--- config.mk ---
export PLATFORM = sky130hd
export DESIGN_NAME = mmio_periph
export DESIGN_NICKNAME = d
export VERILOG_FILES = /design/src/rtl/mmio_periph_pkg.sv /design/src/rtl/io_tx_fifo.sv /design/src/rtl/mmio_periph.sv
export SDC_FILE = /design/constraint.sdc
export NUM_CORES = 1
export LEC_CHECK = 0
export ABC_AREA = 1
export CAP_MARGIN = 20
export CORE_MARGIN = 2
export CORE_UTILIZATION = 35
export CTS_CLUSTER_DIAMETER = 100
export CTS_CLUSTER_SIZE = 8
export DETAILED_ROUTE_END_ITERATION = 12
export PLACE_DENSITY = 0.5
export SYNTH_ARGS = -nofsm -noshare
export SYNTH_HDL_FRONTEND = slang
export SYNTH_SLANG_ARGS = --single-unit
--- constraint.sdc ---
create_clock -name clk -period 7.1 [get_ports clk]
set_clock_uncertainty 0.05 [all_clocks]
set_input_delay 1.42 -clock clk [delete_from_list [all_inputs] [get_ports clk]]
set_output_delay 1.42 -clock clk [all_outputs]
set_load 0.005 [all_outputs]
--- src/rtl/mmio_periph_pkg.sv ---
// Register map and field layout shared by the IO hub and its FIFO.
// Latency: n/a (constants, types and a byte-merge helper only).
// Backpressure: n/a.
package mmio_periph_pkg;

  // Bit index of each register within the one-hot word address.
  localparam int REG_GPIO_OUT  = 0;
  localparam int REG_UART_DATA = 1;
  localparam int REG_UART_CTRL = 2;
  localparam int REG_GPIO_IN   = 3;
  localparam int REG_TIMER     = 4;
  localparam int REG_TIMER_CMP = 5;
  localparam int REG_IRQ_CTRL  = 6;
  localparam int NUM_SEL_BITS  = 7;

  // Write-1-to-clear and R/W field positions.
  localparam int CTRL_OVF_BIT  = 10;
  localparam int IRQ_FLAG_BIT  = 0;
  localparam int IRQ_EN_BIT    = 1;

  // UART_CTRL read layout; bit 9 (full) sits where existing firmware polls.
  typedef struct packed {
    logic [6:0] rsvd_hi;   // [31:25]
    logic [8:0] count;     // [24:16]
    logic [4:0] rsvd_mid;  // [15:11]
    logic       ovf;       // [10]
    logic       full;      // [9]
    logic       empty;     // [8]
    logic [7:0] rsvd_lo;   // [7:0]
  } uart_ctrl_t;

  // Replace the bytes of old_val selected by wmask with those of new_val.
  function automatic logic [31:0] apply_wmask(input logic [31:0] old_val,
                                              input logic [31:0] new_val,
                                              input logic [3:0]  wmask);
    logic [31:0] res;
    for (int b = 0; b < 4; b++) begin
      res[b*8 +: 8] = wmask[b] ? new_val[b*8 +: 8] : old_val[b*8 +: 8];
    end
    return res;
  endfunction

endpackage

--- src/rtl/io_tx_fifo.sv ---
// First-word-fall-through FIFO feeding the UART emitter.
// Latency: a pushed entry is visible at dat_o/vld_o the cycle after the push.
// Backpressure: pushes while full are refused (full_o); pops only when vld_o.
// Ports: push_i/push_dat_i/full_o write side, pop_i/vld_o/dat_o read side,
//        count_o current fill (log2(DEPTH)+1 bits).
module io_tx_fifo #(
  parameter int W     = 8,
  parameter int DEPTH = 16
) (
  input  logic                     clk,
  input  logic                     rstn,
  input  logic                     push_i,
  input  logic [W-1:0]             push_dat_i,
  output logic                     full_o,
  input  logic                     pop_i,
  output logic                     vld_o,
  output logic [W-1:0]             dat_o,
  output logic [$clog2(DEPTH):0]   count_o
);

  localparam int AW = $clog2(DEPTH);
  localparam int CW = AW + 1;

  logic [W-1:0]  mem_q [DEPTH];
  logic [AW-1:0] wr_ptr_q, wr_ptr_d;
  logic [AW-1:0] rd_ptr_q, rd_ptr_d;
  logic [CW-1:0] count_q, count_d;
  logic          push_ok, pop_ok;

  assign full_o  = (count_q == CW'(DEPTH));
  assign vld_o   = (count_q != '0);
  assign dat_o   = mem_q[rd_ptr_q];
  assign count_o = count_q;

  // Full is judged on the current count, so a pop in the same cycle does
  // not make room for a push.
  assign push_ok = push_i & ~full_o;
  assign pop_ok  = pop_i & vld_o;

  // Pointers are log2(DEPTH) wide, so they wrap modulo DEPTH for free.
  always_comb begin
    wr_ptr_d = push_ok ? wr_ptr_q + AW'(1) : wr_ptr_q;
    rd_ptr_d = pop_ok  ? rd_ptr_q + AW'(1) : rd_ptr_q;
    count_d  = count_q + CW'(push_ok) - CW'(pop_ok);
  end

  always_ff @(posedge clk or negedge rstn) begin
    if (!rstn) begin
      wr_ptr_q <= '0;
      rd_ptr_q <= '0;
      count_q  <= '0;
    end else begin
      wr_ptr_q <= wr_ptr_d;
      rd_ptr_q <= rd_ptr_d;
      count_q  <= count_d;
    end
  end

  // Storage needs no reset: clearing the pointers discards the contents.
  always_ff @(posedge clk) begin
    if (push_ok) begin
      mem_q[wr_ptr_q] <= push_dat_i;
    end
  end

endmodule

--- src/rtl/mmio_periph.sv ---
// CPU IO-window hub: GPIO out/in, UART TX FIFO with sticky overflow, timer+IRQ.
// Latency: writes take effect on the write edge; rdata valid the cycle after rstrb.
// Backpressure: UART_DATA writes while the FIFO is full are dropped and flagged.
// Ports: sel/word_addr/wdata/wmask/rstrb/rdata CPU side, gpio_out/gpio_in pins,
//        tx_data/tx_valid/tx_ready to emitter_uart, irq timer interrupt.
module mmio_periph
  import mmio_periph_pkg::*;
#(
  parameter int GPIO_OUT_W     = 8,
  parameter int GPIO_IN_W      = 8,
  parameter bit OUT_ACTIVE_LOW = 1'b1,
  parameter int TX_FIFO_DEPTH  = 16,
  parameter int TIMER_W        = 32,
  parameter int ADDR_W         = 8
) (
  input  logic                  clk,
  input  logic                  rstn,
  input  logic                  sel,
  input  logic [ADDR_W-1:0]     word_addr,
  input  logic [31:0]           wdata,
  input  logic [3:0]            wmask,
  input  logic                  rstrb,
  output logic [31:0]           rdata,
  output logic [GPIO_OUT_W-1:0] gpio_out,
  input  logic [GPIO_IN_W-1:0]  gpio_in,
  output logic [7:0]            tx_data,
  output logic                  tx_valid,
  input  logic                  tx_ready,
  output logic                  irq
);

  localparam int CNT_W = $clog2(TX_FIFO_DEPTH) + 1;

  logic [NUM_SEL_BITS-1:0] hit, wr_hit;
  logic                    wr_en, rd_en;
  logic                    unused_addr;

  // Select bits beyond the register map (or absent for narrow ADDR_W) decode to nothing.
  for (genvar gi = 0; gi < NUM_SEL_BITS; gi++) begin : g_hit
    if (gi < ADDR_W) begin : g_on
      assign hit[gi] = word_addr[gi];
    end else begin : g_off
      assign hit[gi] = 1'b0;
    end
  end
  assign unused_addr = ^word_addr;

  assign wr_en  = sel & (|wmask);
  assign rd_en  = sel & rstrb;
  assign wr_hit = {NUM_SEL_BITS{wr_en}} & hit;

  logic [GPIO_OUT_W-1:0] gpio_q, gpio_d;
  logic [GPIO_IN_W-1:0]  sync1_q, sync2_q;
  logic [TIMER_W-1:0]    timer_q, timer_d, cmp_q, cmp_d;
  logic                  flag_q, flag_d, en_q, en_d, irq_q;
  logic                  ovf_q, ovf_d;
  logic [31:0]           rdata_q, rdata_d;
  logic                  fifo_full;
  logic [CNT_W-1:0]      fifo_cnt;
  uart_ctrl_t            uart_st;

  io_tx_fifo #(
    .W     (8),
    .DEPTH (TX_FIFO_DEPTH)
  ) u_tx_fifo (
    .clk        (clk),
    .rstn       (rstn),
    .push_i     (wr_hit[REG_UART_DATA]),
    .push_dat_i (wdata[7:0]),
    .full_o     (fifo_full),
    .pop_i      (tx_ready),
    .vld_o      (tx_valid),
    .dat_o      (tx_data),
    .count_o    (fifo_cnt)
  );

  always_comb begin
    gpio_d  = wr_hit[REG_GPIO_OUT] ? wdata[GPIO_OUT_W-1:0] : gpio_q;
    // A load replaces the increment for that cycle.
    timer_d = wr_hit[REG_TIMER]
              ? TIMER_W'(apply_wmask(32'(timer_q), wdata, wmask))
              : timer_q + TIMER_W'(1);
    cmp_d   = wr_hit[REG_TIMER_CMP]
              ? TIMER_W'(apply_wmask(32'(cmp_q), wdata, wmask))
              : cmp_q;
    // Comparing the current counter also catches a freshly loaded value.
    // Set has priority over write-1-clear.
    flag_d  = (timer_q == cmp_q) |
              (flag_q & ~(wr_hit[REG_IRQ_CTRL] & wdata[IRQ_FLAG_BIT]));
    en_d    = wr_hit[REG_IRQ_CTRL] ? wdata[IRQ_EN_BIT] : en_q;
    // Dropped byte sets overflow even when a pop happens on the same edge.
    ovf_d   = (wr_hit[REG_UART_DATA] & fifo_full) |
              (ovf_q & ~(wr_hit[REG_UART_CTRL] & wdata[CTRL_OVF_BIT]));
  end

  always_comb begin
    uart_st       = '0;
    uart_st.count = 9'(fifo_cnt);
    uart_st.ovf   = ovf_q;
    uart_st.full  = fifo_full;
    uart_st.empty = ~tx_valid;
  end

  // Lowest selected index wins on a multi-hot read; rdata holds between strobes.
  always_comb begin
    rdata_d = rdata_q;
    if (rd_en) begin
      if      (hit[REG_GPIO_OUT])  rdata_d = 32'(gpio_q);
      else if (hit[REG_UART_DATA]) rdata_d = '0;
      else if (hit[REG_UART_CTRL]) rdata_d = uart_st;
      else if (hit[REG_GPIO_IN])   rdata_d = 32'(sync2_q);
      else if (hit[REG_TIMER])     rdata_d = 32'(timer_q);
      else if (hit[REG_TIMER_CMP]) rdata_d = 32'(cmp_q);
      else if (hit[REG_IRQ_CTRL])  rdata_d = {30'b0, en_q, flag_q};
      else                         rdata_d = '0;
    end
  end

  always_ff @(posedge clk or negedge rstn) begin
    if (!rstn) begin
      gpio_q  <= '0;
      sync1_q <= '0;
      sync2_q <= '0;
      timer_q <= '0;
      cmp_q   <= '0;
      flag_q  <= 1'b0;
      en_q    <= 1'b0;
      irq_q   <= 1'b0;
      ovf_q   <= 1'b0;
      rdata_q <= '0;
    end else begin
      gpio_q  <= gpio_d;
      sync1_q <= gpio_in;
      sync2_q <= sync1_q;
      timer_q <= timer_d;
      cmp_q   <= cmp_d;
      flag_q  <= flag_d;
      en_q    <= en_d;
      irq_q   <= flag_q & en_q;
      ovf_q   <= ovf_d;
      rdata_q <= rdata_d;
    end
  end

  assign gpio_out = OUT_ACTIVE_LOW ? ~gpio_q : gpio_q;
  assign rdata    = rdata_q;
  assign irq      = irq_q;

endmodule

==> results.json <==
{
  "seq_area_frac_synth": 0.578,
  "path_buf_inv": 4,
  "power.density_nw_per_um2": 336,
  "synthXorXnorAreaFrac": 0.0188,
  "cts_resized": 0,
  "avgSynthCellArea_um2": 9.10,
  "period_share": 0.680,
  "synth_compound_area_frac": 0.119,
  "drive_gt1_frac": 0.0580,
  "synth-edff-count": 128,
  "avgViaCountPerCell": 4.99,
  "preCtsSetupSlack_ns": 2.44,
  "setup.worst_path.start_class": "flip-flop",
  "grt.overflow.total": 0,
  "required_ns": 5.63,
  "yosysWarningCount": 0,
  "grt_max_degree": 72,
  "slowest_stage": "buf_4",
  "synth_cell_types": 38,
  "cp-endpoint": "tx_data[3]",
  "min_path_type": "flip-flop to flip-flop",
  "grt_use_met2": 0.303,
  "clkSinkCount": 265,
  "ys.flop_type": "dfrtp_1",
  "reg2reg_depth": 13,
  "core_um2": 35500,
  "final_common_cell": "nand2_1",
  "cp_num_cells": 10,
  "synth-simple-area-share": 0.212,
  "tns_ns": 0,
  "crit_chain": "buf_4 > inv_2 > buf_4 > nor2_1 > nor2_1 > o21ai_0 > o211ai_1 > nand3_1 > nand2_1 > clkdlybuf4s50_1",
  "drtAntennaViolNets": 0,
  "rr_endpoint": "u_tx_fifo.count_o[4]",
  "dieHeight_um": 194,
  "status": "completed",
  "dr.pass1.iters": 6,
  "netlist_instances": 1382,
  "met3_usage": 0.0333,
  "die_width_um": 194,
  "nFillCells": 3491,
  "irDropWorstVdd_uv": 276,
  "top_usage_layer": "met2",
  "routed_wl_um": 35400,
  "antenna_found_initial": 2,
  "grt_pass1_wl_um": 56000,
  "cts-root-buf": "clkbuf_16",
  "htreeDepth": 2,
  "numCtsBuffers": 39,
  "vias": 9800,
  "die_area_um2": 37500,
  "ios": 107,
  "final-max-slew-violation-count": 0,
  "initial_utilization": 0.355,
  "ys_ff_latch": 265,
  "nets": 1550,
  "place_area_um2": 14000,
  "max_cap_viol_count": 0,
  "startpoint": "u_tx_fifo.rd_ptr_q[0]",
  "async_flop_share": 0.517,
  "drc": 0,
  "hpwl_um": 24100,
  "worstSkewPairLatency_ns": 0.53,
  "finalCriticalPeriod_ns": 4.83,
  "synth_nets": 1452,
  "worst_slack_ns": 2.27,
  "routedWlPerCell_um": 18.1,
  "holdWs_ns": 0.290,
  "critPathMaxFanout": 67,
  "gp_congestion": 0.831,
  "critPathKind": "flip-flop to primary output",
  "worst_pin_slew_ns": 1.04,
  "rsz0062_at_grt": "false",
  "use_met1": 0.256,
  "path_delay_family": "buffers and inverters",
  "clockBufferDepth": 3,
  "max_freq_mhz": 207,
  "final_area_um2": 15100,
  "worstReg2RegStart": "u_tx_fifo.count_o[2]",
  "area_growth_pct": 19.8,
  "netlist_area_um2": 12600,
  "synthAdderAreaFrac": 0.0135,
  "tritoncts": "built",
  "rrSetupSlack_ns": 4.19,
  "slew-limit-headroom": 0.302,
  "first_global_vias": 9714,
  "crit_path_end_kind": "primary output",
  "postCtsSetupRepairBufs": 0,
  "drt_iter0_drc": 615,
  "muxShareOfSynthArea": 0.000895,
  "io_buffer_count": 105,
  "worstPathArrival_ns": 3.36,
  "finalSetupViolations": 0,
  "hold_buffers": 0,
  "hold_viol": 0,
  "synth_top_family_by_area": "simple AND/OR/NAND/NOR gates",
  "final_cell_mix": "349 x nand2_1, 197 x nor2_1, 137 x dfrtp_1",
  "critPathMaxStageDelay_ns": 0.53,
  "track_usage": 0.189,
  "p_leak_nw": 6.10,
  "cts.clk_slew.worst_paths_ns": 0.05,
  "row_count": 69
}
==> flip-flops by register name, indices dropped and copies added (netlist names) <==
name,cells
irq,1
sync1_q,8
u_tx_fifo.wr_ptr_q,4
flag_q,1
u_tx_fifo.count_o,5
en_q,1
ovf_q,1
u_tx_fifo.rd_ptr_q,4
u_tx_fifo.mem_q,128
gpio_q,8
rdata,32
timer_q,32
sync2_q,8
cmp_q,32
==> final cells by class <==
class	instances	area [um^2]	area share
flip-flops and latches	265	7270	0.482
multi-input cells	949	4590	0.304
repair buffers	113	1110	0.0738
clock buffers	58	1050	0.0695
well taps	461	577	0.0383
inverters	112	420	0.0279
clock inverters	4	57.6	0.00382
diodes	1	2.50	0.000166
==> layer usage <==
metal | part of all wire | up-vias
li1 | - | 4823
met1 | 0.45 | 4659
met2 | 0.47 | 238
met3 | 0.046 | 78
met4 | 0.034 | 2
met5 | 0.00034 | -
==> cell usage after synthesis (19+ instances only) <==
cell type,count,area [um^2]
a22oi_1,23,173
o211ai_1,37,278
buf_2,19,95.1
o21ai_1,47,235
nand3_1,61,305
nor2_1,197,739
nand2_1,349,1310
o21ai_0,109,546
inv_1,104,390
dfrtp_1,137,3430
clkbuf_1,22,82.6
edfxtp_1,128,3840
a21oi_1,27,135
==> stage by stage <==
step,std cells,power [W],util
after detailed placement,1900,0.00341,0.394
after global placement,1900,0.00339,0.394
after global routing,1962,0.00539,0.425
after CTS,1962,0.00514,0.425
after floorplan,1382,0.00287,-
final,1963,0.00507,0.425
==> worst min-delay path by stage <==
stage	from	endpoint	slack (ns)	cells past startpoint
2_1_floorplan	sync1_q[0]	sync2_q[0]	0.28	0
3_3_place_gp	sync1_q[7]	sync2_q[7]	0.29	0
3_5_place_dp	sync1_q[4]	sync2_q[4]	0.28	0
4_1_cts	sync1_q[7]	sync2_q[7]	0.29	0
5_1_grt	sync1_q[2]	sync2_q[2]	0.31	0
6_report	sync1_q[7]	sync2_q[7]	0.29	0
==> cells by family (layout without fill, tap and decap cells) <==
logic type	after synthesis	count (layout)
XOR/XNOR	27	27
other	0	1
adder cells (fa/ha/maj)	13	13
AND/OR/NAND/NOR	649	649
AO/OA/AOI/OAI	259	259
buffers and inverters	168	287
flip-flops	265	265
multiplexers	1	1
==> report_power, final <==
| part | internal (W) | switching, W | total [W] |
|---|---|---|---|
| sequential | 0.00179 | 0.000171 | 0.00196 |
| clock | 0.00102 | 0.000678 | 0.00170 |
| combinational | 0.000532 | 0.000881 | 0.00141 |
| total | 0.00334 | 0.00173 | 0.00507 |
No activity file was read; power rests on OpenSTA's default activity.
